### src/rtl/reorder_buffer_mc_pkg.sv
// Shared constants for the reorder buffer: boolean aliases, op-class encodings and the
// commit-FSM state type.
package reorder_buffer_mc_pkg;

    localparam logic TRUE  = 1'b1;
    localparam logic FALSE = 1'b0;

    localparam logic [2:0] OP_ALU    = 3'd0;
    localparam logic [2:0] OP_LOAD   = 3'd1;
    localparam logic [2:0] OP_STORE  = 3'd2;
    localparam logic [2:0] OP_BRANCH = 3'd3;
    localparam logic [2:0] OP_JUMP   = 3'd4;

    typedef enum logic {
        ROB_IDLE       = 1'b0,
        ROB_WAIT_STORE = 1'b1
    } rob_state_e;

endpackage

### src/rtl/reorder_buffer_mc_wb_match.sv
// Combinational writeback match for one ROB entry: reports whether any enabled port targets
// this entry and which port wins (lowest index has priority).
module rob_wb_match #(
    parameter int unsigned DEPTH_LOG = 4,
    parameter int unsigned WB_PORTS  = 2,
    parameter int unsigned PORT_W    = 1
) (
    input  logic [DEPTH_LOG-1:0]          entry_tag,
    input  logic [WB_PORTS-1:0]           wb_valid,
    input  logic [WB_PORTS*DEPTH_LOG-1:0] wb_tag,
    output logic                          hit,
    output logic [PORT_W-1:0]             port_sel
);

    // Scanning from the top down leaves the lowest matching port in port_sel.
    always_comb begin
        hit      = 1'b0;
        port_sel = '0;
        for (int p = WB_PORTS - 1; p >= 0; p--) begin
            if (wb_valid[p] && (wb_tag[p*DEPTH_LOG +: DEPTH_LOG] == entry_tag)) begin
                hit      = 1'b1;
                port_sel = PORT_W'(p);
            end
        end
    end

endmodule

### src/rtl/reorder_buffer_mc.sv
// Parametrised reorder buffer with store-commit handshake and internal mispredict flush.
// Define ROB_CDB_BYPASS_EN to let the head commit on the edge that captures its writeback.
module reorder_buffer_mc
    import reorder_buffer_mc_pkg::*;
#(
    parameter int unsigned DEPTH_LOG = 4,
    parameter int unsigned DATA_W    = 32,
    parameter int unsigned WB_PORTS  = 2
) (
    input  logic                          clk_in,
    input  logic                          rst_in,
    input  logic                          rdy_in,
    input  logic                          issue_valid,
    output logic                          issue_ready,
    output logic [DEPTH_LOG-1:0]          issue_tag,
    input  logic [4:0]                    issue_rd,
    input  logic [2:0]                    issue_op_type,
    input  logic                          issue_is_store,
    input  logic                          issue_is_branch,
    input  logic [31:0]                   issue_pc,
    input  logic [31:0]                   issue_pred_pc,
    input  logic [WB_PORTS-1:0]           wb_valid,
    input  logic [WB_PORTS*DEPTH_LOG-1:0] wb_tag,
    input  logic [WB_PORTS*DATA_W-1:0]    wb_data,
    input  logic [WB_PORTS*32-1:0]        wb_next_pc,
    output logic                          store_go,
    output logic [DEPTH_LOG-1:0]          store_go_tag,
    input  logic                          store_done,
    output logic                          commit_valid,
    output logic [DEPTH_LOG-1:0]          commit_tag,
    output logic [4:0]                    commit_rd,
    output logic [DATA_W-1:0]             commit_data,
    output logic [31:0]                   commit_pc,
    output logic                          commit_is_store,
    output logic                          flush_out,
    output logic [31:0]                   flush_pc,
    output logic [DEPTH_LOG:0]            count
);

    localparam int unsigned DEPTH  = 2 ** DEPTH_LOG;
    localparam int unsigned PORT_W = (WB_PORTS > 1) ? $clog2(WB_PORTS) : 1;
    localparam logic [DEPTH_LOG:0] CNT_FULL = (DEPTH_LOG + 1)'(DEPTH);

    logic [DEPTH_LOG-1:0] head_q, tail_q;
    logic [DEPTH_LOG:0]   count_q, count_d;
    rob_state_e           state_q;

    logic [DEPTH-1:0]  valid_q, ready_q, mispred_q, store_q, branch_q;
    logic [4:0]        rd_q   [DEPTH];
    logic [DATA_W-1:0] data_q [DEPTH];
    logic [31:0]       pc_q   [DEPTH];
    logic [31:0]       pred_q [DEPTH];
    logic [31:0]       npc_q  [DEPTH];

    logic                 commit_valid_q, flush_q, store_go_q, commit_is_store_q;
    logic [DEPTH_LOG-1:0] commit_tag_q, store_go_tag_q;
    logic [4:0]           commit_rd_q;
    logic [DATA_W-1:0]    commit_data_q;
    logic [31:0]          commit_pc_q, flush_pc_q;

    logic [DEPTH-1:0]  wb_hit;
    logic [PORT_W-1:0] wb_sel [DEPTH];

    for (genvar i = 0; i < DEPTH; i++) begin : g_match
        rob_wb_match #(
            .DEPTH_LOG(DEPTH_LOG),
            .WB_PORTS (WB_PORTS),
            .PORT_W   (PORT_W)
        ) u_match (
            .entry_tag(DEPTH_LOG'(i)),
            .wb_valid (wb_valid),
            .wb_tag   (wb_tag),
            .hit      (wb_hit[i]),
            .port_sel (wb_sel[i])
        );
    end

    logic              head_byp, head_ok, head_mispred, issue_fire, commit_fire;
    logic [PORT_W-1:0] head_sel;
    logic [DATA_W-1:0] head_wb_data, head_data;
    logic [31:0]       head_wb_npc, head_npc;

    assign head_sel     = wb_sel[head_q];
    assign head_wb_data = wb_data[32'(head_sel) * DATA_W +: DATA_W];
    assign head_wb_npc  = wb_next_pc[32'(head_sel) * 32 +: 32];

`ifdef ROB_CDB_BYPASS_EN
    assign head_byp = wb_hit[head_q] && !ready_q[head_q];
`else
    assign head_byp = FALSE;
`endif

    assign head_ok      = valid_q[head_q] && (ready_q[head_q] || head_byp);
    assign head_data    = ready_q[head_q] ? data_q[head_q] : head_wb_data;
    assign head_npc     = ready_q[head_q] ? npc_q[head_q] : head_wb_npc;
    assign head_mispred = branch_q[head_q] &&
                          (ready_q[head_q] ? mispred_q[head_q] : (head_wb_npc != pred_q[head_q]));

    assign issue_ready = (count_q != CNT_FULL);
    assign issue_tag   = tail_q;
    assign issue_fire  = issue_valid && issue_ready;
    assign commit_fire = ((state_q == ROB_IDLE) && head_ok && !store_q[head_q]) ||
                         ((state_q == ROB_WAIT_STORE) && store_done);

    always_comb begin
        count_d = count_q;
        unique case ({issue_fire, commit_fire})
            2'b10:   count_d = count_q + (DEPTH_LOG + 1)'(1);
            2'b01:   count_d = count_q - (DEPTH_LOG + 1)'(1);
            default: count_d = count_q;
        endcase
    end

    always_ff @(posedge clk_in) begin
        if (rst_in) begin
            head_q            <= '0;
            tail_q            <= '0;
            count_q           <= '0;
            state_q           <= ROB_IDLE;
            valid_q           <= '0;
            ready_q           <= '0;
            mispred_q         <= '0;
            store_q           <= '0;
            branch_q          <= '0;
            commit_valid_q    <= FALSE;
            flush_q           <= FALSE;
            store_go_q        <= FALSE;
            commit_is_store_q <= FALSE;
            commit_tag_q      <= '0;
            store_go_tag_q    <= '0;
            commit_rd_q       <= '0;
            commit_data_q     <= '0;
            commit_pc_q       <= '0;
            flush_pc_q        <= '0;
        end else if (rdy_in) begin
            commit_valid_q <= FALSE;
            flush_q        <= FALSE;
            store_go_q     <= FALSE;
            if (flush_q) begin
                // Mispredicted branch committed last cycle: drop everything younger.
                valid_q   <= '0;
                ready_q   <= '0;
                mispred_q <= '0;
                head_q    <= '0;
                tail_q    <= '0;
                count_q   <= '0;
                state_q   <= ROB_IDLE;
            end else begin
                for (int i = 0; i < DEPTH; i++) begin
                    if (wb_hit[i] && valid_q[i] && !ready_q[i]) begin
                        ready_q[i] <= TRUE;
                        data_q[i]  <= wb_data[32'(wb_sel[i]) * DATA_W +: DATA_W];
                        if (branch_q[i]) begin
                            npc_q[i]     <= wb_next_pc[32'(wb_sel[i]) * 32 +: 32];
                            mispred_q[i] <= wb_next_pc[32'(wb_sel[i]) * 32 +: 32] != pred_q[i];
                        end
                    end
                end
                if (issue_fire) begin
                    valid_q[tail_q]   <= TRUE;
                    ready_q[tail_q]   <= FALSE;
                    mispred_q[tail_q] <= FALSE;
                    store_q[tail_q]   <= issue_is_store;
                    branch_q[tail_q]  <= issue_is_branch;
                    rd_q[tail_q]      <= issue_rd;
                    pc_q[tail_q]      <= issue_pc;
                    pred_q[tail_q]    <= issue_pred_pc;
                    tail_q            <= tail_q + DEPTH_LOG'(1);
                end
                if (state_q == ROB_IDLE && head_ok && store_q[head_q]) begin
                    store_go_q     <= TRUE;
                    store_go_tag_q <= head_q;
                    state_q        <= ROB_WAIT_STORE;
                end
                if (commit_fire) begin
                    commit_valid_q    <= TRUE;
                    commit_tag_q      <= head_q;
                    commit_rd_q       <= rd_q[head_q];
                    commit_data_q     <= head_data;
                    commit_pc_q       <= pc_q[head_q];
                    commit_is_store_q <= (state_q == ROB_WAIT_STORE);
                    flush_q           <= (state_q == ROB_IDLE) && head_mispred;
                    flush_pc_q        <= head_npc;
                    valid_q[head_q]   <= FALSE;
                    head_q            <= head_q + DEPTH_LOG'(1);
                    state_q           <= ROB_IDLE;
                end
                count_q <= count_d;
            end
        end
    end

    // Pulses are held while stalled and only presented once rdy_in is back.
    assign commit_valid    = commit_valid_q & rdy_in;
    assign flush_out       = flush_q & rdy_in;
    assign store_go        = store_go_q & rdy_in;
    assign store_go_tag    = store_go_tag_q;
    assign commit_tag      = commit_tag_q;
    assign commit_rd       = commit_rd_q;
    assign commit_data     = commit_data_q;
    assign commit_pc       = commit_pc_q;
    assign commit_is_store = commit_is_store_q;
    assign flush_pc        = flush_pc_q;
    assign count           = count_q;

    logic unused_op_type;
    assign unused_op_type = ^issue_op_type;

endmodule
### config.mk
export PLATFORM = sky130hd
export DESIGN_NAME = reorder_buffer_mc
export DESIGN_NICKNAME = d
export VERILOG_FILES = /design/src/rtl/reorder_buffer_mc_pkg.sv /design/src/rtl/reorder_buffer_mc_wb_match.sv /design/src/rtl/reorder_buffer_mc.sv
export SDC_FILE = /design/constraint.sdc
export NUM_CORES = 2
export LEC_CHECK = 0
export ABC_AREA = 1
export BUFFER_PORTS_ARGS = -buffer_cell sky130_fd_sc_hd__buf_2
export CAP_MARGIN = 20
export CORE_MARGIN = 8
export CORE_UTILIZATION = 30
export CTS_CLUSTER_SIZE = 24
export DETAILED_ROUTE_END_ITERATION = 6
export PLACE_DENSITY = 0.54
export REMOVE_ABC_BUFFERS = 1
export SETUP_SLACK_MARGIN = 0.3
export SYNTH_ARGS = -nofsm -noshare
export SYNTH_HDL_FRONTEND = slang
export SYNTH_SLANG_ARGS = --single-unit
### constraint.sdc
create_clock -name clk_in -period 6.9 [get_ports clk_in]
set_input_delay 0.69 -clock clk_in [delete_from_list [all_inputs] [get_ports clk_in]]
set_output_delay 0.69 -clock clk_in [all_outputs]
set_load 0.01 [all_outputs]
==> out/metrics.yaml <==
status:
  status: "completed"
synth:
  synth-adder-area-share_pct: 0.142
  ys.flop_type: "edfxtp_1"
  synth_top_family_by_area: "simple AND/OR/NAND/NOR gates"
  async_reset_ff_share_pct: 0
  synth_compound_area_share_pct: 12.6
  ys_seq_area_share_pct: 61.3
  synthSimpleGateAreaFrac_pct: 20.1
  ys_types: 45
  synth_xor_area_share_pct: 0.465
  synthMuxAreaShare_pct: 0
  synth_edf_count: 2128
  synth-seq-cells: 2339
  synth_area_sq_mm: 0.111
  synthCells: 11900
  ys_warn_count: 0
  syn_area_per_cell_sq_um: 9.37
critical_path:
  startpoint: "head_q[0]"
  max_stage_delay_ps: 830
  crit_chain: "inv_6, nand2_1, inv_4, a22oi_1, nand2_1, nand2_1, nand2_1, inv_2, nand2_2, buf_4, nand2_1, nand3_1, nand3_1, nand2_1, inv_1"
  endpoint: "commit_data[0]"
  cp_max_fo: 61
  end_kind: "register"
  rr_worst_depth: 15
  cp_slowest_cell: "inv_4"
  timing.rr.end: "commit_data[0]"
  worstPathArrival_ps: 5310
  crit_cells: 15
  critPathTopFamily: "simple AND/OR/NAND/NOR gates"
  crit_top_cell: "nand2_1"
  crit_type: "reg2reg"
  regToRegSetupSlack_ps: 2320
  crit_buf_inv: 5
  start_kind: "register"
  required_ps: 7630
  r2r_start: "head_q[0]"
global_routing:
  grt_pass1_wl_mm: 705
  grt_use_met3_pct: 7.76
  top_usage_layer: "met2"
  grt_max_degree: 180
  grt-ovfl-total: 0
  grt_util_met1_pct: 32.2
  gr-usage-met2_pct: 38.1
  grt_pass1_vias: 86300
  globalRouteTotalUtil_pct: 25.5
  antenna_found_initial: 135
power_and_ir_drop:
  p_leak_nw: 48.1
  ir_drop_mv: 0.201
  power_density_mw_per_mm2: 248
  totalPowerFinal_w: 0.0315
cells_and_area:
  final_nets: 12000
  fillerInstances: 37500
  multi_input_area_sq_mm: 0.0376
  syn_to_final_growth_pct: 14.3
  drive_gt1_share_pct: 8.78
  final_util_pct: 34.4
  seqCellArea_sq_mm: 0.0681
sta:
  layout_setup_ws_ps: 2320
  rsz0062_at_grt: "false"
  hold_viol_final: 0
  worst_pin_slew_ps: 1450
  min_period_over_period_pct: 66.4
  period_needed_ps: 4580
  clock_skew_ps: 58.5
  finalMaxSlewViolations: 0
  fmax_mhz: 218
  relSlewSlack_pct: 2.07
  setup_viol: 0
drt:
  drt_wl_total_mm: 523
  wl_per_cell_um: 30.8
  route.detailed.drc: 0
  drtAntennaViolNets: 0
  first_iter_violations: 15100
  vias: 96300
  firstDrtPassIters: 7
  vias_per_cell: 5.66
floorplan:
  die_w_um: 625
  num_io_pins: 340
  core_sq_mm: 0.369
  fp.dieH_um: 625
  dieArea_sq_mm: 0.390
  start_util_pct: 30.1
  num_rows: 223
placed_design:
  portBuffers: 336
  dp_slack_ps: 1760
  post-dp-hpwl_mm: 327
  routabilityCongestion: 1.09
min_path:
  hp-class: "in2reg"
clock_tree:
  cts.path.max_buffers: 4
  clock-root-buffer: "clkbuf_16"
  cts_tree: "yes"
  cts_hold_buffers: 0
  postCtsSetupBuffers: 0
  cts-htree-levels: 5
  clkTransAtPathRegs_ps: 60
  cts_buffers: 267
  clkLatencyLatePin_ps: 880
  ctsResizeCount: 0
  numClockSinks: 2339
job:
  max-cap-violations: 0
## through the flow
| stage | instances | setup TNS (ps) | hold slack (ps) | cell area, sq um |
|---|---|---|---|---|
| floorplan | 11000 | -1138480 | 431 | 108000 |
| global placement | 16500 | 0 | 443 | 118000 |
| detailed placement | 16500 | 0 | 449 | 118000 |
| CTS | 16900 | 0 | 145 | 127000 |
| global route | 17000 | 0 | 176 | 127000 |
| finish | 17000 | 0 | 190 | 127000 |
## where the power goes
| group | switching, W | leakage, nW | internal (W) |
|---|---|---|---|
| clock | 0.00606 | 4.16 | 0.00825 |
| combinational | 0.00137 | 23.1 | 0.000355 |
| sequential | 0.00000982 | 20.8 | 0.0155 |
## worst min-delay path by stage
| stage | startpoint | end | slack, ps | cells past startpoint |
|---|---|---|---|---|
| 6_report | issue_rd[3] | rd_q[4][3] | 190 | 1 |
| 4_1_cts | issue_pc[4] | pc_q[4][4] | 150 | 1 |
| 3_3_place_gp | store_q[6] | store_q[6] | 440 | 2 |
| 3_5_place_dp | store_q[3] | store_q[3] | 450 | 2 |
| 5_1_grt | issue_pc[4] | pc_q[6][4] | 180 | 1 |
| 2_1_floorplan | store_q[4] | store_q[4] | 430 | 2 |
## layout make-up
type | instances | share of cell area [%]
tap | 4950 | 4.87
antenna | 50 | 0.0985
inverter | 702 | 2.12
clock inverter | 101 | 0.745
multi-input combinational | 7935 | 29.6
sequential | 2339 | 53.6
clock buffer | 374 | 5.94
timing repair buffer | 541 | 2.97
## placed cells by master, fill, tap and decap left out, drive strengths merged, types with 47 or more instances in the layout
| cell type | n |
|---|---|
| inv | 700 |
| buf | 541 |
| o22ai | 198 |
| o221ai | 111 |
| nor2 | 1101 |
| xnor2 | 47 |
| diode | 50 |
| o21ai | 1665 |
| edfxtp | 2128 |
| nand3b | 201 |
| clkbuf | 374 |
| o211ai | 62 |
| clkinv | 83 |
| a22oi | 123 |
| nand2 | 3019 |
| dfxtp | 211 |
| nand3 | 990 |
| a21oi | 263 |
## logic make-up (layout without fill, tap and decap cells)
group	Yosys count	after routing
adder cells (fa/ha/maj)	12	12
flip-flops	2339	2339
XOR/XNOR	59	59
buffers and inverters	1585	1718
AO/OA/AOI/OAI	2505	2505
AND/OR/NAND/NOR	5359	5359
other	0	50
## per-layer routing
metal  wire (um)  vias to the layer above
met5         545                        -
met4       40700                       84
met3       68400                     1667
met2      222000                     6764
met1      191000                    46600
li1            -                    41100
## sequential cells by signal, summed over array words and instances, names as in the netlist, 4 cells and up, named ones only
name / flops
commit_tag: 4
head_q: 4
store_q: 16
store_go_tag: 4
branch_q: 16
rd_q: 80
pc_q: 512
npc_q: 512
mispred_q: 16
pred_q: 512
issue_tag: 4
flush_pc: 32
count: 5
commit_pc: 32
commit_data: 32
valid_q: 16
commit_rd: 5
data_q: 512
ready_q: 16
## cells in the mapped netlist (4+ instances only)
| master | number | area share [%] |
|---|---|---|
| a211oi_1 | 5 | 0.034 |
| a21oi_1 | 263 | 1.2 |
| a221oi_1 | 40 | 0.32 |
| a22o_1 | 12 | 0.095 |
| a22oi_1 | 123 | 0.83 |
| a31oi_1 | 5 | 0.028 |
| a32o_1 | 12 | 0.11 |
| and2_1 | 4 | 0.023 |
| buf_1 | 106 | 0.36 |
| buf_2 | 62 | 0.28 |
| clkbuf_1 | 707 | 2.4 |
| clkinv_1 | 13 | 0.044 |
| dfxtp_1 | 211 | 3.8 |
| edfxtp_1 | 2128 | 58 |
| ha_1 | 11 | 0.12 |
| inv_1 | 672 | 2.3 |
| inv_2 | 17 | 0.057 |
| nand2_1 | 3014 | 10 |
| nand2_2 | 5 | 0.028 |
| nand3_1 | 990 | 4.5 |
| nand3b_1 | 201 | 1.4 |
| nand4_1 | 35 | 0.20 |
| nor2_1 | 1091 | 3.7 |
| nor2_2 | 5 | 0.028 |
| nor2_4 | 5 | 0.051 |
| nor3_1 | 4 | 0.018 |
| o211ai_1 | 62 | 0.42 |
| o21ai_0 | 1605 | 7.2 |
| o21ai_1 | 60 | 0.27 |
| o221ai_1 | 111 | 0.87 |
| o22ai_1 | 198 | 1.1 |
| o32ai_1 | 4 | 0.032 |
| xnor2_1 | 47 | 0.37 |
| xor2_1 | 12 | 0.095 |
Note: power is estimated with default switching activity, not from simulation.
